===== config.mk =====
export PLATFORM = sky130hd
export DESIGN_NAME = ym6045c_sr_par
export DESIGN_NICKNAME = d
export VERILOG_FILES = /design/src/rtl/ym6045c_sr_par.sv
export SDC_FILE = /design/constraint.sdc
export NUM_CORES = 1
export LEC_CHECK = 0
export ABC_AREA = 1
export CAP_MARGIN = 10
export CORE_MARGIN = 8
export CORE_UTILIZATION = 48
export CTS_BUF_LIST = sky130_fd_sc_hd__clkbuf_4 sky130_fd_sc_hd__clkbuf_8
export CTS_CLUSTER_DIAMETER = 120
export DETAILED_ROUTE_END_ITERATION = 6
export GPL_ROUTABILITY_DRIVEN = 0
export PLACE_DENSITY = 0.95
export REMOVE_ABC_BUFFERS = 1
export SETUP_SLACK_MARGIN = 0.02
export SLEW_MARGIN = 10
export SYNTH_ARGS = -nofsm -noshare
export SYNTH_HDL_FRONTEND = slang
export SYNTH_SLANG_ARGS = --single-unit

===== constraint.sdc =====
create_clock -name clk_i -period 1.7 [get_ports clk_i]
set_input_delay 0.34 -clock clk_i [delete_from_list [all_inputs] [get_ports clk_i]]
set_output_delay 0.34 -clock clk_i [all_outputs]
set_load 0.01 [all_outputs]

===== src/rtl/ym6045c_sr_par.sv =====
// ym6045c_sr_par: WIDTH-bit shift register with parallel load, selectable
// shift direction, shift-count tracker and a handshaked holding register.
//
// Ports:
//   clk_i        clock, all state changes on the rising edge
//   res_n_i      synchronous active-low reset
//   en_i         shift enable
//   load_i       parallel load strobe (wins over en_i)
//   dir_i        0 = shift right (sin enters MSB), 1 = shift left (sin enters LSB)
//   sin_i        serial data in
//   pdin_i       parallel load data
//   hold_ack_i   consumer acknowledge of the holding register
//   q_o          shift register contents
//   sout_o       bit next to leave, combinational from q and dir
//   cnt_o        shifts since last load, reset or word boundary
//   word_done_o  one-cycle pulse in the cycle q first shows a completed word
//   hold_o       last completed word
//   hold_valid_o hold_o contains an unacknowledged word
//   overrun_o    sticky: a word completed over an unacknowledged one
module ym6045c_sr_par #(
    parameter int                 WIDTH     = 8,
    parameter int                 CNT_W     = 3,
    parameter logic [WIDTH-1:0]   RESET_VAL = '0
) (
    input  logic             clk_i,
    input  logic             res_n_i,
    input  logic             en_i,
    input  logic             load_i,
    input  logic             dir_i,
    input  logic             sin_i,
    input  logic [WIDTH-1:0] pdin_i,
    input  logic             hold_ack_i,
    output logic [WIDTH-1:0] q_o,
    output logic             sout_o,
    output logic [CNT_W-1:0] cnt_o,
    output logic             word_done_o,
    output logic [WIDTH-1:0] hold_o,
    output logic             hold_valid_o,
    output logic             overrun_o
);

    localparam logic [CNT_W-1:0] CNT_LAST = CNT_W'(WIDTH - 1);

    logic [WIDTH-1:0] q_q, q_d;
    logic [CNT_W-1:0] cnt_q, cnt_d;
    logic             word_done_q, word_done_d;
    logic [WIDTH-1:0] hold_q, hold_d;
    logic             hold_valid_q, hold_valid_d;
    logic             overrun_q, overrun_d;

    logic [WIDTH-1:0] shifted;
    logic             complete;

    always_comb begin
        q_d          = q_q;
        cnt_d        = cnt_q;
        word_done_d  = 1'b0;
        hold_d       = hold_q;
        hold_valid_d = hold_valid_q;
        overrun_d    = overrun_q;
        complete     = 1'b0;

        shifted = dir_i ? {q_q[WIDTH-2:0], sin_i}
                        : {sin_i, q_q[WIDTH-1:1]};

        if (load_i) begin
            q_d   = pdin_i;
            cnt_d = '0;
        end else if (en_i) begin
            q_d = shifted;
            if (cnt_q == CNT_LAST) begin
                cnt_d       = '0;
                word_done_d = 1'b1;
                complete    = 1'b1;
            end else begin
                cnt_d = cnt_q + CNT_W'(1);
            end
        end

        // A completing word always leaves hold_valid set; a same-cycle
        // ack only suppresses the overrun flag.
        if (complete) begin
            hold_d       = shifted;
            hold_valid_d = 1'b1;
            if (hold_valid_q && !hold_ack_i) begin
                overrun_d = 1'b1;
            end
        end else if (hold_ack_i) begin
            hold_valid_d = 1'b0;
        end
    end

    always_ff @(posedge clk_i) begin
        if (!res_n_i) begin
            q_q          <= RESET_VAL;
            cnt_q        <= '0;
            word_done_q  <= 1'b0;
            hold_q       <= '0;
            hold_valid_q <= 1'b0;
            overrun_q    <= 1'b0;
        end else begin
            q_q          <= q_d;
            cnt_q        <= cnt_d;
            word_done_q  <= word_done_d;
            hold_q       <= hold_d;
            hold_valid_q <= hold_valid_d;
            overrun_q    <= overrun_d;
        end
    end

    assign q_o          = q_q;
    assign sout_o       = dir_i ? q_q[WIDTH-1] : q_q[0];
    assign cnt_o        = cnt_q;
    assign word_done_o  = word_done_q;
    assign hold_o       = hold_q;
    assign hold_valid_o = hold_valid_q;
    assign overrun_o    = overrun_q;

endmodule

== After elaboration in Yosys (flattened, before gate mapping) ==
Index checks and enable logic that the tools add are counted.
Storage, ports and cells
  output and inout port bits: 23
  input port bits: 15
  logic and storage cells: 25
  register bits: 22
Operators by class
  bitwise logic cells: 1
  reductions and logical operators: 6
  muxes and demuxes: 10
  add/subtract/negate cells: 1
  equality and inequality tests: 1
Operator list (count)
  $mux 8: 3
  $mux 1: 6
  $reduce_bool 2->1: 2
  $add 3x1->3 const B: 1
  $eq 3x3->1 const B: 1
  $mux 3: 1
  $reduce_and 2->1: 1
  $reduce_or 2->1: 1
  $logic_and 1x1->1: 1
  $logic_not 1->1: 1
  $not 1->1: 1

== Logic depth before layout (Yosys ltp) ==
Gate-level depths: netlist of the first run.
  word-level depth: 5
  gate-level depth with buffers: 6
  gate-level depth less buffers: 6

== Least setup slack after synthesis of the first run ==
No wires, ideal clock.
  path type: register to register
  start point: reg cnt_q[0], in the netlist cnt_o[0]
  end point: reg hold_q[2], in the netlist hold_o[2]
  arrival: 1.130 ns
  data required time: 1.630 ns
  slack: 0.500 ns
  clock period less this slack: 1.200 ns
  path buffers: 0
  cell stages (with the launch flop): 7
  cells stage by stage: dfxtp_1 -> ha_1 -> ha_1 -> nand2_1 -> nor2_2 -> nand2_1 -> a21oi_1
Between the ends
  cells in the longest elaborated chain, start to end: 4
RTL lines
  start: declaration: RTL line 45  | logic [CNT_W-1:0] cnt_q, cnt_d;
  start signal: assignment: RTL line 103  | cnt_q <= cnt_d;
  $eq 3x3->1: RTL line 71  | if (cnt_q == CNT_LAST) begin
  $mux 1: RTL line 71
  $mux 1
  $mux 1: RTL line 66  | if (load_i) begin
  end signal: assignment: RTL line 105  | hold_q <= hold_d;
  end: declaration: RTL line 47  | logic [WIDTH-1:0] hold_q, hold_d;
Every way passes these cells.
A chain may end at the register's enable or synchronous reset.

== Final worst setup path of the first run ==
  start point: reg cnt_q[0], in the netlist cnt_o[0]
  end point: out cnt_o[0]
RTL lines
  end: declaration: RTL line 35  | output logic [CNT_W-1:0] cnt_o,
No word-level cell between the ends.

==> summary.txt, run 1 <==
Global routing
  • Largest net degree at the start of global routing: 17
  • Grt ovf: 0
  • Initial antenna violation count: 0
  • Global-route usage over all layers: 16.70%
  • Vias in the first global route: 1032
  • First-pass GRT wire length: 4602 µm

Setup path
  • Element type at the critical path start: register
  • CP Class: register to primary output
  • CP Cell Sequence: clkdlybuf4s50_1
  • Worst path max stage delay: 0.57 ns
  • Largest delay share family, worst path: buffers and inverters
  • Required time of the critical path: 1.36 ns
  • Slowest cell on crit path: clkdlybuf4s50_1
  • Crit-path max FO: 4
  • Buf/Inv on CP: 1
  • Worst EP arrival: 1.30 ns
  • CP Capture Type: primary output
  • R2R cell count: 6
  • Critical path depth: 1

Synth
  • Sequential-to-total area share from yosys stat: 44.00%
  • Library cells used by synthesis: 18
  • Seq cells post-synth: 22
  • Synth area leader: dfxtp_1
  • Ys Warns: 0
  • Netlist area before placement: 1001 µm²
  • Largest cells by area after synthesis: dfxtp_1 (44%), nand2_1 (25%), a21oi_1 (12%)
  • Synthesized instance count: 143
  • Mean Syn Cell Area: 7.000 µm²
  • Synth top area share: 44.00%

Layout
  • Post-route cell area: 1479 µm²
  • FF/Latch Area: 444.2 µm²
  • Nets: 204
  • Synth-to-Final Area Change: 47.75%
  • Multi-input logic area: 494.2 µm²
  • Non-Filler Instances: 213
  • Util after Layout: 75.38%
  • N_diodes: 0
  • Share of layout cells above drive strength 1: 11.83%
  • Fillcell total: 160

STA
  • Setup ws final: 0.06042 ns
  • Worst Skew: 0.003082 ns
  • Hold Vio Cnt, Final: 0
  • Fmax: 609.9 MHz
  • Setup TNS: 0 ns
  • Tmin final: 1.640 ns
  • Final setup fails: 0
  • Fin. max-slew vios: 0
  • Max_slew headroom: 59.02%
  • Crit share post-route: 96.45%
  • Hold_ws: 0.4725 ns
  • Worst Max-Slew Pin Slew: 0.6125 ns
  • RSZ-0062 raised after global routing: no

Clock network
  • Clock transition at the registers of the reported paths: 0.13 ns
  • CTS Buffer Depth: 2
  • Worst-skew pair later-pin latency: 0.32 ns
  • CTS tree: built
  • Total CTS buffers: 3
  • H-tree Lvls: 1
  • CTS Hold Bufs: 0
  • Clock Sinks: 22
  • Clock root cell: clkbuf_4

Power
  • Maximum VDD drop: 668.7 µV
  • Total design power: 1.118 mW
  • LEAKAGE: 0.6641 nW
  • Pwr Density: 756.2 nW/µm²

Routing
  • WL per Instance: 14.39 µm
  • # DRC: 0
  • TritonRoute pass-1 iters: 4
  • Post-route ant nets: 0
  • Vias per cell: 5.272
  • DRT iter0 DRCs: 43
  • DRT Wirelength: 3065 µm
  • DR vias: 1123

Floorplanning
  • Die W: 61.67 µm
  • Die Y: 61.67 µm
  • Starting Density: 51.02%
  • I/O pins: 38
  • Core area: 1962 µm²
  • Row cnt: 16
  • Die area: 3803 µm²

Job
  • MaxCap Viol Count: 0

Placed design
  • Dpl ws: -0.2047 ns
  • DP HPWL: 2282 µm
  • Placed Cells: 209
  • # port buffers: 37
  • Post-DP Area: 1425 µm²

Min path
  • Hold Path Stages: 2
  • Hold WC Path Type: register to register

Run status
  • Status: complete, no violations
-- cells by family after synthesis --
family / share of synthesized area [%]
compound gates: 13.75
fa+ha+maj: 2.500
buf+inv: 6.625
flops: 44.00
simple gates: 33.13
-- cell usage in the layout (no fill, tap or decap) --
cell type	count
clkdlybuf4s50_1	35
clkbuf_4	3
nand2_2	1
dfxtp_1	19
o21ai_2	2
nand3b_1	1
or2_1	1
a21oi_1	24
dfxtp_2	3
bufinv_16	1
ha_1	2
nor2_2	1
nand2_1	67
nor2_8	1
buf_4	6
inv_2	3
nor2_1	2
inv_1	8
dlygate4sd2_1	2
nand3_1	3
nor2_4	1
-- path summary, 6_finish.rpt --
| check | startpoint | to | slack [ns] |
|---|---|---|---|
| min | hold_o[6] | hold_o[6] | 0.47 |
| min reg2reg | hold_o[6] | hold_o[6] | 0.47 |
| max | cnt_o[0] | cnt_o[0] | 0.06 |
| max reg2reg | cnt_o[0] | hold_o[5] | 0.37 |
-- final cells by class --
cell class | instances | share of cell area, %
sequential | 22 | 30.03
inverter | 11 | 2.792
multi-input combinational | 106 | 33.42
tap | 27 | 2.284
clock inverter | 1 | 2.030
clock buffer | 3 | 1.523
timing repair buffer | 43 | 27.92
-- cell usage after synthesis --
library cell / n
ha_1: 2
buf_1: 1
or2_1: 1
buf_2: 2
nor2_2: 1
nor2_1: 2
nand3b_1: 1
dfxtp_1: 22
nand3_1: 3
nand2_2: 1
o21ai_2: 2
nor2_8: 1
nor2_4: 1
a21oi_1: 24
buf_6: 1
inv_1: 8
inv_2: 3
nand2_1: 67
-- power by group --
| part | internal, mW | switching, mW | total (mW) | leakage [nW] |
|---|---|---|---|---|
| clock | 0.239 | 0.174 | 0.412 | 0.0279 |
| sequential | 0.529 | 0.0136 | 0.543 | 0.180 |
| combinational | 0.0809 | 0.0821 | 0.163 | 0.456 |
-- worst reg2reg max path: stages, from the launching register on --
cell     delay (ns)
dfxtp_1        0.41
ha_1           0.17
ha_1           0.21
nand2_1        0.09
nor2_2         0.18
nand2_1        0.08
a21oi_1        0.14
-- flip-flops by register name (all words and copies together) (netlist names) --
signal	flops
word_done_o	1
hold_o	8
q_o	8
overrun_o	1
cnt_o	3
hold_valid_o	1
-- layer usage --
| metal | vias to the layer above | share of wire, % | track usage, % |
|---|---|---|---|
| met2 | 61 | 50 | 30.72 |
| met5 | - | 0 | 0 |
| met4 | 0 | 3.4 | 9.091 |
| met3 | 15 | 8.6 | 4.593 |
| li1 | 538 | - | - |
| met1 | 509 | 38 | 16.37 |
-- what timing repair did --
action	CTS	global route
gates resized for setup	4	1
endpoints found under the hold margin	0	0
buffers inserted	0	0
gates cloned	0	0
endpoints found under the setup margin	1	1
No activity file was read; power rests on OpenSTA's default activity.
==> inputs of run 2 (changes only) <==
--- a/config.mk
+++ b/config.mk
@@ -13,6 +13,7 @@
 export CTS_CLUSTER_DIAMETER = 120
 export DETAILED_ROUTE_END_ITERATION = 6
 export GPL_ROUTABILITY_DRIVEN = 0
+export MAX_ROUTING_LAYER = met4
 export PLACE_DENSITY = 0.95
 export REMOVE_ABC_BUFFERS = 1
 export SETUP_SLACK_MARGIN = 0.02
==> summary.txt, run 2 (synthesis results as in run 1) <==
Power
  • Pwr Density: 756.2 nW/µm²
  • Total design power: 1.118 mW
  • LEAKAGE: 0.6641 nW
  • Maximum VDD drop: 668.7 µV

Setup path
  • CP Cell Sequence: clkdlybuf4s50_1
  • Crit-path max FO: 4
  • CP Capture Type: primary output
  • Element type at the critical path start: register
  • Required time of the critical path: 1.36 ns
  • Worst path max stage delay: 0.57 ns
  • Slowest cell on crit path: clkdlybuf4s50_1
  • CP Class: register to primary output
  • Worst EP arrival: 1.30 ns
  • Buf/Inv on CP: 1
  • Largest delay share family, worst path: buffers and inverters

Floorplanning
  • Die Y: 61.67 µm
  • I/O pins: 38
  • Die area: 3803 µm²
  • Row cnt: 16
  • Die W: 61.67 µm
  • Starting Density: 51.02%
  • Core area: 1962 µm²

Routing
  • TritonRoute pass-1 iters: 4
  • DR vias: 1123
  • DRT iter0 DRCs: 43
  • Post-route ant nets: 0
  • DRT Wirelength: 3065 µm
  • # DRC: 0
  • WL per Instance: 14.39 µm
  • Vias per cell: 5.272

Placed design
  • # port buffers: 37
  • DP HPWL: 2282 µm

Layout
  • Nets: 204
  • Most common cell after layout, fill and taps aside: nand2_1
  • Share of layout cells above drive strength 1: 11.83%
  • Commonest non-fill, non-tap cells in the layout: nand2_1 (67), clkdlybuf4s50_1 (35), a21oi_1 (24), dfxtp_1 (19), inv_1 (8)
  • Synth-to-Final Area Change: 47.75%
  • N_diodes: 0
  • Util after Layout: 75.38%

Global routing
  • First-pass GRT wire length: 4602 µm
  • Largest net degree at the start of global routing: 17
  • Global-route usage over all layers: 17.17%
  • Initial antenna violation count: 0
  • Grt ovf: 0
  • Vias in the first global route: 1034

STA
  • Max_slew headroom: 59.02%
  • Setup TNS: 0 ns
  • Worst Skew: 0.003130 ns
  • Crit share post-route: 96.39%
  • Final setup fails: 0
  • Fin. max-slew vios: 0
  • Worst Max-Slew Pin Slew: 0.6125 ns
  • Fmax: 610.3 MHz
  • Hold Vio Cnt, Final: 0
  • RSZ-0062 raised after global routing: no
  • Tmin final: 1.639 ns

Clock network
  • CTS Buffer Depth: 2
  • CTS tree: built
  • Post-cts repair resize count: 4
  • Worst-skew pair later-pin latency: 0.32 ns
  • Clock Sinks: 22
  • Clock transition at the registers of the reported paths: 0.13 ns
  • Postcts setup bufs: 0
  • Clock root cell: clkbuf_4
  • H-tree Lvls: 1
  • Total CTS buffers: 3
  • CTS Hold Bufs: 0

Job
  • MaxCap Viol Count: 0

Min path
  • Hold WC Path Type: register to register

Run status
  • Status: complete, no violations
-- run 2: cell counts in the layout (fill, tap and decap cells not counted) --
No cell type changed its count.
-- run 2: stage by stage --
step	cell area [µm²]	hold WS [ns]	setup WS, ns	cells
finish	1479	0.4725	0.06135	213
global route	1479	0.4943	0.02329	213
CTS	1478	0.4737	0.05040	213
detailed placement	1425	0.4446	-0.2047	209
global placement	1425	0.4359	-0.1776	209
floorplan	975.9	0.4571	0.5005	139
-- run 2: final cells by class --
type	instances	area, µm²
flip-flops and latches	22	444.2
multi-input cells	106	494.2
fillers	160	483.0
clock inverters	1	30.03
repair buffers	43	412.9
clock buffers	3	22.52
well taps	27	33.78
inverters	11	41.29
-- run 2: metal layers --
layer | vias up | global-route usage, % | part of all wire [%]
li1 | 538 | - | -
met1 | 509 | 16.61 | 38
met5 | - | - | 0
met2 | 61 | 30.72 | 50
met4 | 0 | 9.091 | 3.4
met3 | 15 | 4.175 | 8.2
-- run 2: power breakdown --
group          total (mW)  internal (mW)  switching (mW)
sequential          0.543          0.529          0.0136
combinational       0.163         0.0809          0.0821
clock               0.412          0.239           0.174
total                1.12          0.849           0.269
-- run 2: path summary, 6_finish.rpt --
path / startpoint / to / slack, ns / depth (start not counted)
worst max-delay path: cnt_o[0] / cnt_o[0] / 0.06 / 1
worst min-delay path: hold_o[6] / hold_o[6] / 0.47 / 2
worst max register to register: cnt_o[0] / hold_o[5] / 0.37 / 6
worst min register to register: hold_o[6] / hold_o[6] / 0.47 / 2
